$ cat src/rtl/sprite_renderer.sv
// sprite_renderer: parametrised sprite pixel generator.
// Scan position vs. sprite origin -> external sprite-ROM address -> palette
// lookup -> registered RGB and hit flag, two vga_clk of latency.
// The external ROM is synchronous with one cycle of read latency.
// Optional feature: define SPRITE_MIRROR_EN to add the mirror_x input,
// which flips the sprite horizontally.
module sprite_renderer #(
    parameter int unsigned SPRITE_W        = 32,
    parameter int unsigned SPRITE_H        = 32,
    parameter int unsigned IDX_BITS        = 2,
    parameter int unsigned NUM_FRAMES      = 4,
    parameter int unsigned FRAME_DIV       = 8,
    parameter int unsigned TRANSPARENT_IDX = 0,
    localparam int unsigned ADDR_W  = $clog2(SPRITE_W * SPRITE_H * NUM_FRAMES),
    localparam int unsigned FRAME_W = (NUM_FRAMES > 1) ? $clog2(NUM_FRAMES) : 1
) (
    input  logic                vga_clk,
    input  logic                reset_n,
    input  logic [9:0]          DrawX,
    input  logic [9:0]          DrawY,
    input  logic                blank,
    input  logic                vsync_pulse,
    input  logic [9:0]          SpriteX,
    input  logic [9:0]          SpriteY,
    input  logic                sprite_en,
    input  logic                anim_en,
`ifdef SPRITE_MIRROR_EN
    input  logic                mirror_x,
`endif
    output logic [ADDR_W-1:0]   rom_address,
    input  logic [IDX_BITS-1:0] rom_q,
    input  logic                pal_we,
    input  logic [IDX_BITS-1:0] pal_idx,
    input  logic [11:0]         pal_rgb,
    output logic [3:0]          red,
    output logic [3:0]          green,
    output logic [3:0]          blue,
    output logic                hit,
    output logic [FRAME_W-1:0]  cur_frame
);

    localparam int unsigned DIV_W      = (FRAME_DIV > 1) ? $clog2(FRAME_DIV) : 1;
    localparam int unsigned PAL_N      = 2 ** IDX_BITS;
    localparam int unsigned FRAME_SIZE = SPRITE_W * SPRITE_H;

    logic [10:0]      draw_x_e;
    logic [10:0]      draw_y_e;
    logic [10:0]      sprite_x_e;
    logic [10:0]      sprite_y_e;
    logic [10:0]      rel_x;
    logic [10:0]      rel_y;
    logic [10:0]      rel_x_eff;
    logic             inside_c;

    logic             run;
    logic             inside_d;
    logic             blank_d;
    logic [DIV_W-1:0] div_cnt;
    logic [11:0]      palette [PAL_N];

    // Stage 0: bounds test and ROM address, all compares 11-bit so no wrap at column 1023
    always_comb begin
        draw_x_e    = {1'b0, DrawX};
        draw_y_e    = {1'b0, DrawY};
        sprite_x_e  = {1'b0, SpriteX};
        sprite_y_e  = {1'b0, SpriteY};
        rel_x       = draw_x_e - sprite_x_e;
        rel_y       = draw_y_e - sprite_y_e;
        rel_x_eff   = rel_x;
`ifdef SPRITE_MIRROR_EN
        if (mirror_x) begin
            rel_x_eff = 11'(SPRITE_W - 1) - rel_x;
        end
`endif
        inside_c    = sprite_en
                    & (draw_x_e >= sprite_x_e) & (draw_x_e < sprite_x_e + 11'(SPRITE_W))
                    & (draw_y_e >= sprite_y_e) & (draw_y_e < sprite_y_e + 11'(SPRITE_H));
        rom_address = '0;
        if (inside_c) begin
            rom_address = ADDR_W'(32'(cur_frame) * FRAME_SIZE
                                  + 32'(rel_y) * SPRITE_W
                                  + 32'(rel_x_eff));
        end
    end

    // Stage 1: align inside/blank with rom_q; run masks the first pixel after reset release
    always_ff @(posedge vga_clk or negedge reset_n) begin
        if (!reset_n) begin
            run      <= 1'b0;
            inside_d <= 1'b0;
            blank_d  <= 1'b0;
        end else begin
            run      <= 1'b1;
            inside_d <= inside_c & run;
            blank_d  <= blank;
        end
    end

    // Stage 2: palette lookup into the registered pixel outputs
    always_ff @(posedge vga_clk or negedge reset_n) begin
        if (!reset_n) begin
            red   <= 4'h0;
            green <= 4'h0;
            blue  <= 4'h0;
            hit   <= 1'b0;
        end else if (blank_d && inside_d && (rom_q != IDX_BITS'(TRANSPARENT_IDX))) begin
            red   <= palette[rom_q][11:8];
            green <= palette[rom_q][7:4];
            blue  <= palette[rom_q][3:0];
            hit   <= 1'b1;
        end else begin
            red   <= 4'h0;
            green <= 4'h0;
            blue  <= 4'h0;
            hit   <= 1'b0;
        end
    end

    // Palette write port; a same-cycle lookup still sees the old entry
    always_ff @(posedge vga_clk or negedge reset_n) begin
        if (!reset_n) begin
            for (int i = 0; i < int'(PAL_N); i++) begin
                palette[i] <= 12'h000;
            end
        end else if (pal_we) begin
            palette[pal_idx] <= pal_rgb;
        end
    end

    // Animation: advance the frame every FRAME_DIV enabled vsync pulses
    always_ff @(posedge vga_clk or negedge reset_n) begin
        if (!reset_n) begin
            div_cnt   <= '0;
            cur_frame <= '0;
        end else if (vsync_pulse && anim_en) begin
            if (div_cnt == DIV_W'(FRAME_DIV - 1)) begin
                div_cnt <= '0;
                if (cur_frame == FRAME_W'(NUM_FRAMES - 1)) begin
                    cur_frame <= '0;
                end else begin
                    cur_frame <= cur_frame + FRAME_W'(1);
                end
            end else begin
                div_cnt <= div_cnt + DIV_W'(1);
            end
        end
    end

endmodule

$ cat config.mk
export PLATFORM = sky130hd
export DESIGN_NAME = sprite_renderer
export DESIGN_NICKNAME = d
export VERILOG_FILES = /design/src/rtl/sprite_renderer.sv
export SDC_FILE = /design/constraint.sdc
export NUM_CORES = 1
export LEC_CHECK = 0
export CAP_MARGIN = 20
export CORE_MARGIN = 5
export CORE_UTILIZATION = 50
export DETAILED_ROUTE_END_ITERATION = 16
export PLACE_DENSITY = 0.77
export SLEW_MARGIN = 40
export SYNTH_ARGS = -nofsm -noshare
export SYNTH_HDL_FRONTEND = slang
export SYNTH_SLANG_ARGS = --single-unit
$ cat constraint.sdc
create_clock -name vga_clk -period 8.4 [get_ports vga_clk]
set_clock_uncertainty 0.05 [all_clocks]
set_input_delay 2.52 -clock vga_clk [delete_from_list [all_inputs] [get_ports vga_clk]]
set_output_delay 2.52 -clock vga_clk [all_outputs]
set_load 0.05 [all_outputs]
==> results_dict.tcl <==
set metrics [dict create \
    status "finished, final reports clean" \
    cts_buffers 9 \
    crit_type "input port to output port" \
    setup-violations-final 0 \
    drv_cap 0 \
    root_buffer "clkbuf_8" \
    cts_max_level 3 \
    start_util_pct 50.7 \
    nNetsFinal 607 \
    finalSetupTns_ns 0 \
    critPathMostFrequentCell "xnor2_1" \
    drive_gt1_share_pct 32.0 \
    fin_crit_ns 8.36 \
    fin_hold_ws_ns 0.424 \
    clockBufferDepth 2 \
    wl_um 9550 \
    routed_via_density 5.30 \
    antenna_found_initial 0 \
    finish.utilization_pct 73.5 \
    clkTransAtPathRegs_ns 0.06 \
    place_ws_ns -0.362 \
    power_frac_clock_pct 24.0 \
    cp-start-kind "input port" \
    dp_cells 582 \
    switching_power_mw 0.326 \
    p_per_area_nw_per_um2 183 \
    ys_seq_area_share_pct 37.0 \
    die_h_um 97.8 \
    grt_pass1_vias 3349 \
    firstDrtPassIters 4 \
    required_ns 5.83 \
    ios 90 \
    via_count 3189 \
    grt_pass1_wl_um 15700 \
    fmax_mhz 120 \
    p_sw_share_pct 31.8 \
    ant_nets 0 \
    p_leak_nw 2.60 \
    crit_chain "clkdlybuf4s50_1 -> inv_1 -> ha_4 -> and3_4 -> o21ai_2 -> buf_4 -> a21oi_4 -> nand2b_4 -> a21oi_2 -> xnor2_1 -> ha_1 -> ha_4 -> o21ai_2 -> o21bai_1 -> a21oi_2 -> xnor2_1 -> xnor2_1 -> nor2_2 -> buf_12" \
    fill_cells 541 \
    crit_fanout 3 \
    die_w_um 97.8 \
    most-common-layout-cells "68 x clkdlybuf4s50_1, 57 x dfrtp_1, 50 x mux2_2, 39 x buf_4, 33 x ha_1" \
    rows 32 \
    num_antenna_cells 0 \
    r2r_slack_ns 6.95 \
    overflow 0 \
    drc_errors 0 \
    place_congestion 0.905 \
    tritoncts "done" \
    hold_class "flip-flop to flip-flop" \
    hpwlAfterDp_um 7120 \
    grt_use_total_pct 20.1 \
    slowest_delay_ns 0.46 \
    die_area_um2 9570 \
    final.period_utilization_pct 99.6 \
    p_comb_share_pct 42.5 \
    syn_to_final_growth_pct 45.0 \
    synth_cell_type_count 41 \
    final_common_cell "clkdlybuf4s50_1" \
    cp_slowest_cell "clkdlybuf4s50_1" \
    grt_max_degree 58 \
    worstPathArrival_ns 5.79 \
    yosys_register_bits 57 \
    setup_ws_ns 0.0371 \
    worst_pin_slew_ns 0.702 \
    ir_drop_mv 0.174 \
    synth.avg_cell_area_um2 10.5 \
    slew_violations 0 \
    p_int_mw 0.699 \
    drt_iter0_drc 67 \
    netlist_instances 369 \
    netlist_area_um2 3860 \
    core-area_um2 7610 \
    hold_viol_final 0 \
    wl_per_cell_um 15.9 \
    slew_headroom_pct 53.1 \
    numPortBuffers 89 \
    fin_cells 602 \
    cts_sinks 57 \
    yosys_warnings 0 \
    setup.worst_path.end_class "output port" \
    pwr-share-seq_pct 33.5 \
    clkLatencyLatePin_ns 0.34 \
    syn_nets 481 \
]
registers in the layout (all words and copies together), names as in the netlist:
register and flops:
blue 4, green 4, palette 36, red 4, blank_d 1, run 1
inside_d 1, div_cnt 3, cur_frame 2, hit 1
routing by layer:
metal | GRT usage (%) | up-vias | share of wire (%)
met5 | 0 | - | 0
li1 | - | 1551 | -
met2 | 35.5 | 88 | 53
met1 | 23.5 | 1537 | 40
met4 | 5.86 | 0 | 1.6
met3 | 6.29 | 13 | 5.7
power by group through the flow:
stage | combinational, mW | sequential (mW) | clock, mW
floorplan | 0.228 | 0.352 | 0
global placement | 0.360 | 0.343 | 0
detailed placement | 0.373 | 0.348 | 0
CTS | 0.401 | 0.343 | 0.251
global route | 0.481 | 0.349 | 0.267
finish | 0.436 | 0.344 | 0.246
repair_timing:
action                     4_1_cts  5_1_grt
pin swaps                       18       27
resized for setup               26       32
setup endpoints to repair        5        3
setup buffers                    3        1
hold buffers                     0        0
worst paths after layout:
path	from	to	depth (start not counted)
worst max-delay path	SpriteX[4]	rom_address[11]	19
worst min-delay path	run$_DFF_PN0_	inside_d$_DFF_PN0_	2
worst max register to register	div_cnt[0]$_DFFE_PN0P_	cur_frame[1]$_DFFE_PN0P_	4
worst min register to register	run$_DFF_PN0_	inside_d$_DFF_PN0_	2
max in group asynchronous	reset_n	palette[18]$_DFFE_PN0P_	2
min in group asynchronous	reset_n	palette[12]$_DFFE_PN0P_	2
through the flow:
stage               total power, mW  instance area (um2)
global route                   1.10                 5590
floorplan                     0.580                 3860
finish                         1.03                 5590
detailed placement            0.722                 5120
global placement              0.703                 5120
CTS                           0.995                 5420
cell families after synthesis:
family / share of synthesized area [%]
simple gates: 10.3
compound gates: 12.2
flops: 37.0
mux: 14.6
fa+ha+maj: 16.7
buf+inv: 4.18
xor+xnor: 5.00
other cells: 0.0972
critical path: cells and delay by family:
kind	cells	cell delay (ns)
adders and majority gates	3	0.84
and+or+nand+nor	3	0.50
AOI/OAI and AO/OA	6	0.65
xor gates and xnor gates	3	0.45
buffers and inverters	4	0.83
cells in the mapped netlist:
master,number,share of area [%]
dfrtp_1,57,37
mux2_2,50,15
ha_1,45,15
inv_1,33,3.2
nor2_1,27,2.6
xnor2_1,18,4.1
a21oi_1,17,2.2
a21o_1,15,2.9
nand3_1,14,1.8
a22oi_1,12,2.3
o21ai_0,9,1.2
nand2_1,8,0.78
nand2b_1,7,1.1
nor3_1,7,0.91
clkbuf_1,4,0.39
fa_1,4,2.1
xor2_1,4,0.91
a211oi_1,3,0.58
buf_1,3,0.29
nor2b_1,3,0.49
o21a_1,3,0.58
a31oi_1,2,0.32
and3_1,2,0.32
nand3b_1,2,0.39
nor2_2,2,0.32
nor4_1,2,0.32
o21bai_1,2,0.39
a211oi_2,1,0.32
a21boi_0,1,0.19
a2bb2oi_1,1,0.23
and3_4,1,0.29
buf_6,1,0.29
conb_1,1,0.097
nand3_2,1,0.26
nand4_1,1,0.16
nor2_4,1,0.29
nor3b_1,1,0.19
o211ai_1,1,0.19
o21ai_1,1,0.13
o221ai_2,1,0.39
o31ai_1,1,0.19
area by class of cell:
class | instances | area [um2] | share of cell area, %
Tap cell | 102 | 128 | 2.28
Timing Repair Buffer | 123 | 1200 | 21.5
Sequential cell | 57 | 1430 | 25.5
Multi-Input combinational cell | 271 | 2520 | 45.1
Clock buffer | 13 | 149 | 2.66
Inverter | 33 | 124 | 2.22
Clock inverter | 3 | 40.0 | 0.716
Power figures use the tool's default switching activity.
